===== src/rtl/div_mult_unit.sv =====
// Sequential signed multiply/divide unit: radix-2 Booth multiply and restoring
// division on magnitudes, 32 iterations each, result delivered to HI/LO.
module div_mult_unit #(
    parameter int WIDTH = 32
) (
    input  logic             clk,
    input  logic             reset_in,
    input  logic             start,
    input  logic             Div_Mult_Ctrl,
    input  logic [WIDTH-1:0] a_in,
    input  logic [WIDTH-1:0] b_in,
    output logic [WIDTH-1:0] hi,
    output logic [WIDTH-1:0] lo,
    output logic             busy,
    output logic             done,
    output logic             div_zero
);

    localparam int CW = $clog2(WIDTH);
    localparam logic [CW-1:0] LAST_ITER = CW'(WIDTH - 1);

    localparam logic [1:0] S_IDLE    = 2'd0;
    localparam logic [1:0] S_MUL_RUN = 2'd1;
    localparam logic [1:0] S_DIV_RUN = 2'd2;
    localparam logic [1:0] S_FINISH  = 2'd3;

    logic [1:0]       r_state;
    logic [CW-1:0]    r_cnt;
    logic [WIDTH:0]   r_acc;
    logic [WIDTH-1:0] r_q;
    logic             r_q1;
    logic [WIDTH:0]   r_mcand;
    logic             r_op;
    logic             r_sign_a;
    logic             r_sign_b;
    logic [WIDTH-1:0] r_hi;
    logic [WIDTH-1:0] r_lo;
    logic             r_busy;
    logic             r_done;
    logic             r_div_zero;

    logic [WIDTH-1:0] w_abs_a;
    logic [WIDTH-1:0] w_abs_b;
    logic [WIDTH:0]   w_booth_sum;
    logic [WIDTH:0]   w_shift;
    logic [WIDTH:0]   w_trial;
    logic [WIDTH-1:0] w_quot;
    logic [WIDTH-1:0] w_rem;

    assign hi       = r_hi;
    assign lo       = r_lo;
    assign busy     = r_busy;
    assign done     = r_done;
    assign div_zero = r_div_zero;

    // Operand magnitudes; 0x80000000 maps to unsigned 2^31 without overflow
    always_comb begin
        w_abs_a = a_in[WIDTH-1] ? ({WIDTH{1'b0}} - a_in) : a_in;
        w_abs_b = b_in[WIDTH-1] ? ({WIDTH{1'b0}} - b_in) : b_in;
    end

    // Booth step: 33-bit accumulator keeps the sign of +/- multiplicand
    always_comb begin
        w_booth_sum = r_acc;
        case ({r_q[0], r_q1})
            2'b01:   w_booth_sum = r_acc + r_mcand;
            2'b10:   w_booth_sum = r_acc - r_mcand;
            default: w_booth_sum = r_acc;
        endcase
    end

    // Restoring-division trial subtract and final sign fix-up (truncate toward zero)
    always_comb begin
        w_shift = {r_acc[WIDTH-1:0], r_q[WIDTH-1]};
        w_trial = w_shift - r_mcand;
        w_quot  = (r_sign_a ^ r_sign_b) ? ({WIDTH{1'b0}} - r_q) : r_q;
        w_rem   = r_sign_a ? ({WIDTH{1'b0}} - r_acc[WIDTH-1:0]) : r_acc[WIDTH-1:0];
    end

    // Control FSM and datapath registers
    always_ff @(posedge clk) begin
        if (!reset_in) begin
            r_state    <= S_IDLE;
            r_cnt      <= {CW{1'b0}};
            r_acc      <= {(WIDTH+1){1'b0}};
            r_q        <= {WIDTH{1'b0}};
            r_q1       <= 1'b0;
            r_mcand    <= {(WIDTH+1){1'b0}};
            r_op       <= 1'b0;
            r_sign_a   <= 1'b0;
            r_sign_b   <= 1'b0;
            r_hi       <= {WIDTH{1'b0}};
            r_lo       <= {WIDTH{1'b0}};
            r_busy     <= 1'b0;
            r_done     <= 1'b0;
            r_div_zero <= 1'b0;
        end else begin
            r_done     <= 1'b0;
            r_div_zero <= 1'b0;
            case (r_state)
                S_IDLE: begin
                    if (start) begin
                        if (Div_Mult_Ctrl && (b_in == {WIDTH{1'b0}})) begin
                            r_div_zero <= 1'b1;
                        end else begin
                            r_busy <= 1'b1;
                            r_cnt  <= {CW{1'b0}};
                            r_acc  <= {(WIDTH+1){1'b0}};
                            r_q1   <= 1'b0;
                            r_op   <= Div_Mult_Ctrl;
                            if (Div_Mult_Ctrl) begin
                                r_q      <= w_abs_a;
                                r_mcand  <= {1'b0, w_abs_b};
                                r_sign_a <= a_in[WIDTH-1];
                                r_sign_b <= b_in[WIDTH-1];
                                r_state  <= S_DIV_RUN;
                            end else begin
                                r_q      <= b_in;
                                r_mcand  <= {a_in[WIDTH-1], a_in};
                                r_sign_a <= 1'b0;
                                r_sign_b <= 1'b0;
                                r_state  <= S_MUL_RUN;
                            end
                        end
                    end
                end
                S_MUL_RUN: begin
                    r_acc <= {w_booth_sum[WIDTH], w_booth_sum[WIDTH:1]};
                    r_q   <= {w_booth_sum[0], r_q[WIDTH-1:1]};
                    r_q1  <= r_q[0];
                    r_cnt <= r_cnt + CW'(1);
                    if (r_cnt == LAST_ITER) begin
                        r_state <= S_FINISH;
                    end
                end
                S_DIV_RUN: begin
                    if (!w_trial[WIDTH]) begin
                        r_acc <= w_trial;
                        r_q   <= {r_q[WIDTH-2:0], 1'b1};
                    end else begin
                        r_acc <= w_shift;
                        r_q   <= {r_q[WIDTH-2:0], 1'b0};
                    end
                    r_cnt <= r_cnt + CW'(1);
                    if (r_cnt == LAST_ITER) begin
                        r_state <= S_FINISH;
                    end
                end
                S_FINISH: begin
                    if (r_op) begin
                        r_hi <= w_rem;
                        r_lo <= w_quot;
                    end else begin
                        r_hi <= r_acc[WIDTH-1:0];
                        r_lo <= r_q;
                    end
                    r_done  <= 1'b1;
                    r_busy  <= 1'b0;
                    r_state <= S_IDLE;
                end
                default: begin
                    r_busy  <= 1'b0;
                    r_state <= S_IDLE;
                end
            endcase
        end
    end

endmodule


===== config.mk =====
export PLATFORM = sky130hd
export DESIGN_NAME = div_mult_unit
export DESIGN_NICKNAME = d
export VERILOG_FILES = /design/src/rtl/div_mult_unit.sv
export SDC_FILE = /design/constraint.sdc
export NUM_CORES = 1
export LEC_CHECK = 0
export ABC_AREA = 1
export BUFFER_PORTS_ARGS = -buffer_cell sky130_fd_sc_hd__buf_2
export CAP_MARGIN = 30
export CORE_UTILIZATION = 40
export CTS_CLUSTER_SIZE = 14
export DETAILED_ROUTE_END_ITERATION = 16
export PLACE_DENSITY_LB_ADDON = 0.15
export SLEW_MARGIN = 20
export SYNTH_ARGS = -nofsm -noshare
export SYNTH_HDL_FRONTEND = slang
export SYNTH_SLANG_ARGS = --single-unit

===== constraint.sdc =====
create_clock -name clk -period 5.78 [get_ports clk]
set_input_delay 0.578 -clock clk [delete_from_list [all_inputs] [get_ports clk]]
set_output_delay 0.578 -clock clk [all_outputs]
set_load 0.01 [all_outputs]

# Word-level counts from Yosys, hierarchy flattened

Cells that the tools add are included.

Add/sub/neg operators: 8
Shift-type cells: 0
Mux-type cells: 35
Divide/modulo/power cells: 0
Multiply operators: 0
Equal/unequal tests: 9
Reductions and logical operators: 15
Bitwise gates (word level): 2
Magnitude comparators: 0

Operators by type and width:

| kind                    | count |
|---|---|
| $mux W32                | 9 |
| $mux W33                | 4 |
| $sub A1 B32 Y32 const A | 4 |
| $pmux W33 S3            | 1 |
| $pmux W32 S3            | 1 |
| $pmux W33 S2            | 1 |
| $sub A33 B33 Y33        | 2 |
| $add A33 B33 Y33        | 1 |
| $logic_not A32 Y1       | 1 |
| $reduce_and A3 Y1       | 7 |
| $mux W5                 | 2 |
| $pmux W5 S2             | 1 |
| $mux W1                 | 9 |
| $mux W2                 | 4 |
| $eq A2 B2 Y1 const B    | 3 |
| $pmux W2 S3             | 1 |
| $reduce_bool A2 Y1      | 3 |
| $add A5 B1 Y5 const B   | 1 |
| $eq A5 B5 Y1 const B    | 1 |
| $eq A2 B1 Y1 const B    | 2 |
| $ne A2 B2 Y1 const B    | 2 |
| $pmux W1 S2             | 2 |
| $reduce_bool A3 Y1      | 1 |
| $logic_not A2 Y1        | 1 |
| 5 further kinds         | 5 |

Bits in registers: 176
Output and inout bits: 67
Latch bits: 0
Input bits: 68
Memory bits (read-only): 0
Memories kept: 0
Bits in writable memories: 0

# Depth between registers and ports, before layout

Depth in word-level cells: 6
Mapped depth: 27
Gate-level depth less buffers: 27

# Worst setup path after synthesis

Ideal clock, no wire load.

Path kind: reg2reg
Start: register r_mcand[1]
End: register r_acc[30]
Setup slack: 2.639 ns
Stages on the path, launching flop included: 22
Arrival: 3.007 ns
Cell sequence: dfxtp_1 > inv_1 > ha_1 > nand2_1 > nor2_1 > nand2_1 > o41ai_1 > a41oi_1 > xor2_1 > inv_1 > ha_1 > nand2_1 > nor2_1 > inv_1 > nor4_1 > nand3_1 > nand3_1 > nand3_1 > nand2_1 > nand2_1 > nand2_1 > a21oi_1

Longest elaborated chain between the ends: 3

Ends and longest elaborated chain:

| element                                         | line    | RTL |
|---|---|---|
| start, declared                                 | 32      | `logic [WIDTH:0] r_mcand;` |
| start signal, assigned                          | 88      | `r_mcand <= {(WIDTH+1){1'b0}};` |
| start signal, assigned                          | 113     | `r_mcand <= {1'b0, w_abs_b};` |
| start signal, assigned                          | 119     | `r_mcand <= {a_in[WIDTH-1], a_in};` |
| $sub A33 B33 Y33, or another cell as far along  | 67      | `2'b10: w_booth_sum = r_acc - r_mcand;` |
| $pmux W33 S2 / $mux W33 (equally long branches) | 65, 137 |  |
| $pmux W33 S3 (*)                                | 100     | `case (r_state)` |
| end signal, assigned                            | 85      | `r_acc <= {(WIDTH+1){1'b0}};` |
| end signal, assigned                            | 108     | `r_acc <= {(WIDTH+1){1'b0}};` |
| end signal, assigned                            | 128     | `r_acc <= {w_booth_sum[WIDTH], w_booth_sum[WIDTH:1]};` |
| end, declared                                   | 29      | `logic [WIDTH:0] r_acc;` |

Every way passes the cells marked *; elsewhere a longest branch is shown, timed or not.
A chain may end at the register's enable or synchronous reset.

# Worst setup path after layout

Start: register r_q[0]
End: register r_acc[29]

Longest elaborated chain between the ends: 3

Ends and longest elaborated chain:

| element                                             | line | RTL |
|---|---|---|
| start, declared                                     | 30   | `logic [WIDTH-1:0] r_q;` |
| start signal, assigned                              | 86   | `r_q <= {WIDTH{1'b0}};` |
| start signal, assigned                              | 112  | `r_q <= w_abs_a;` |
| start signal, assigned                              | 118  | `r_q <= b_in;` |
| $eq A2 B2 Y1 / $eq A2 B1 Y1 (equally long branches) | 65   | `case ({r_q[0], r_q1})` |
| $pmux W33 S2 (*)                                    | 65   |  |
| $pmux W33 S3 (*)                                    | 100  |  |

Marks and branches as above.

==> metrics.yaml <==
holdPathEnd: "r_mcand[3]"
cts_hold_buf: 0
dpl_cell_area_sq_um: 17600
post_cts_buffers: 0
syn_nets: 2968
rows: 74
ys_seq_elements: 176
firstDrtPassIters: 5
fin_skew_ns: 0.0171
synth.top_cells.by_area: "dfxtp_1, nand2_1, a21oi_1"
fp.dieH_microns: 206
synth_edf_count: 0
hpwl_mm: 52.9
total_power_mw: 7.67
antenna_found_initial: 0
cts_resized: 0
pwr-share-seq_pct: 22.9
avgRoutedWirePerCell_microns: 19.4
worstHoldPathCells: 3
switchingPower_mw: 4.22
yosysUniqueCellTypes: 52
setup_violations: 0
synth_top_area_share_pct: 21.2
path_class: "reg2reg"
cts_root_buf: "clkbuf_16"
fin_setup_tns_ns: 0
ff2ff_setup_slack_ns: 1.73
htreeDepth: 4
yosysTopAreaCell: "dfxtp_1"
vias: 18800
ys.flop_type: "dfxtp_1"
ir_worst_vdd_mv: 0.268
synth_area_sq_um: 16700
ys_seq_area_share_pct: 21.2
start_kind: "register"
cts_made_buffers: 17
area_growth_pct: 9.05
setup.worst_path.end_class: "register"
yosysWarnings: 0
vias_per_cell: 5.52
io_buffers: 134
leakage_nw: 8.83
power.density_nw_per_um2: 422
rsz0062_at_grt: "no"
grt_pass1_wl_mm: 100
insertion_delay_ns: 0.46
slew_violations: 0
fp.dieW_microns: 206
r2r_start: "r_q[0]"
p_int_mw: 3.46
whs_ns: 0.460
gp_congestion: 1.02
relSlewSlack_pct: 42.7
timing.fmax_mhz: 247
arrival_ns: 4.37
fillers: 4594
layout-drive-gt1-share_pct: 8.61
tightest_slew_ns: 0.851
min_period_ns: 4.05
clockBufferDepth: 2
critical_path.max_fanout: 23
track_usage_pct: 31.2
pwr-share-comb_pct: 62.6
critPathRequiredTime_ns: 6.10
syn_avg_cell_area_sq_um: 5.90
cts_tree: "built"
clk_pin_slew_ns: 0.07
grt_pass1_vias: 17800
drc: 0
grt_max_degree: 108
async_flop_share_pct: 0
worstReg2RegEnd: "r_acc[29]"
boundaryPins: 135
worstHoldStart: "a_in[3]"
final_cell_area_sq_um: 18200
dp_cells: 3382
dieArea_sq_um: 42500
p_clk_share_pct: 14.5
wl_mm: 66.3
core_sq_um: 40900
clock-sinks: 176
status: "finished, final reports clean"
hp-class: "in2reg"
r2r_cells: 17
drt_iter0_markers: 1450
num-nets-final: 3016
max_cap_viol_count: 0
fin_crit_sh_pct: 70.0
final_cells: 3413
hold_viol: 0
final_antenna_net_count: 0
synthCells: 2822
grt_overflow_total: 0
diodes: 0
initial_utilization_pct: 40.7
swShare_pct: 54.9
## how the worst max path moves through the flow
stage / start / endpoint / slack, ns
after floorplan: r_mcand[1] / r_acc[30] / 2.64
final: r_q[0] / r_acc[29] / 1.73
after global placement: r_q[0] / r_acc[29] / 1.87
after detailed placement: r_q[0] / r_acc[29] / 1.79
after global routing: r_mcand[1] / r_acc[29] / 1.38
after CTS: r_q[0] / r_acc[29] / 1.79
## through the flow
step                      util (%)  setup WS (ns)
final                         44.4           1.73
after global routing          44.4           1.38
after CTS                     44.3           1.79
after detailed placement      43.0           1.79
after global placement        42.9           1.87
after floorplan                  -           2.64
## synthesized netlist by cell type, types with 2 or more instances
master,instances
nor2_4,3
o211ai_1,34
a21oi_2,8
o31ai_1,9
nor3_2,7
nor2_2,4
o21ai_1,13
a21o_1,5
nand3_1,176
o22ai_1,20
nand2_2,11
or2_2,11
nor3b_1,2
xnor2_1,21
buf_2,15
o21a_1,4
dfxtp_1,176
buf_1,5
clkinv_1,3
and2_1,2
nand4_1,26
a211oi_1,7
xor2_1,97
o221ai_1,16
nor4_1,10
nor2_1,247
a22oi_1,3
nor3_1,43
nand2_1,721
inv_2,11
fa_1,2
o21bai_1,10
nand3b_1,8
inv_1,341
nand3_2,5
a21boi_0,3
clkbuf_1,92
a31oi_1,14
a21oi_1,314
o21ai_2,2
buf_6,7
o41ai_1,2
ha_1,76
o21ai_0,228
## power groups by stage
stage / combinational, mW / sequential, mW / clock [mW]
3_3_place_gp: 4.72 / 1.77 / 0
5_1_grt: 5.35 / 1.78 / 1.17
3_5_place_dp: 4.74 / 1.78 / 0
4_1_cts: 4.77 / 1.75 / 1.14
6_report: 4.80 / 1.76 / 1.11
2_1_floorplan: 3.44 / 1.68 / 0
## metal layers
layer	share of wire (%)	track usage [%]	vias to the layer above	routed length (microns)
li1	-	-	9399	-
met1	42	36.8	8713	27600
met2	47	52.9	585	31200
met3	4.0	3.01	150	2640
met4	7.3	21.9	0	4830
met5	0	0	-	0
## placed cells by master (no fill, tap or decap), drive strengths merged, types with 9 or more instances in the layout
master / n
nand4: 27
o21ai: 243
o31ai: 9
nand3: 182
a31oi: 14
buf: 148
xnor2: 21
o21bai: 10
nor3: 51
a21oi: 322
nor2: 255
o221ai: 16
clkbuf: 19
or2: 11
dfxtp: 176
inv: 363
ha: 76
xor2: 97
nand2: 732
o211ai: 34
o22ai: 20
nor4: 10
## sequential cells by signal (all words and copies together) (netlist names)
register / count
busy: 1
div_zero: 1
done: 1
hi: 32
lo: 32
r_acc: 33
r_cnt: 5
r_mcand: 33
r_op: 1
r_q: 32
r_q1: 1
r_sign_a: 1
r_sign_b: 1
r_state: 2
## worst max-delay path, cell delays in order, from the launching register on
cell     delay [ns]
dfxtp_1        0.40
ha_1           0.52
inv_1          0.48
o21ai_0        0.23
xor2_1         0.17
inv_1          0.06
ha_1           0.36
nand2_1        0.16
nor2_1         0.18
nand2_1        0.06
o21ai_0        0.67
nand2_1        0.15
nand3_1        0.11
nand2_1        0.05
o21ai_0        0.16
nand2_1        0.06
nand2_1        0.05
a21oi_1        0.06
## cell type report
| class | instances | area (sq um) | share of cell area (%) |
|---|---|---|---|
| clock buffers | 19 | 443 | 2.44 |
| inverters | 356 | 1340 | 7.37 |
| repair buffers | 148 | 808 | 4.45 |
| flip-flops and latches | 176 | 3520 | 19.4 |
| clock inverters | 11 | 96.3 | 0.531 |
| multi-input cells | 2171 | 11300 | 62.1 |
| well taps | 532 | 666 | 3.67 |
## kinds of logic (layout without fill, tap and decap cells)
group                    after synthesis  count (layout)  share of synthesized area [%]
AND/OR/NAND/NOR                     1281            1281                           32.6
AO/OA/AOI/OAI                        694             694                           22.9
buffers and inverters                475             534                           11.2
flip-flops                           176             176                           21.2
XOR/XNOR                             118             118                           6.21
adder cells (fa/ha/maj)               78              78                           5.95
No activity file was read; power rests on OpenSTA's default activity.
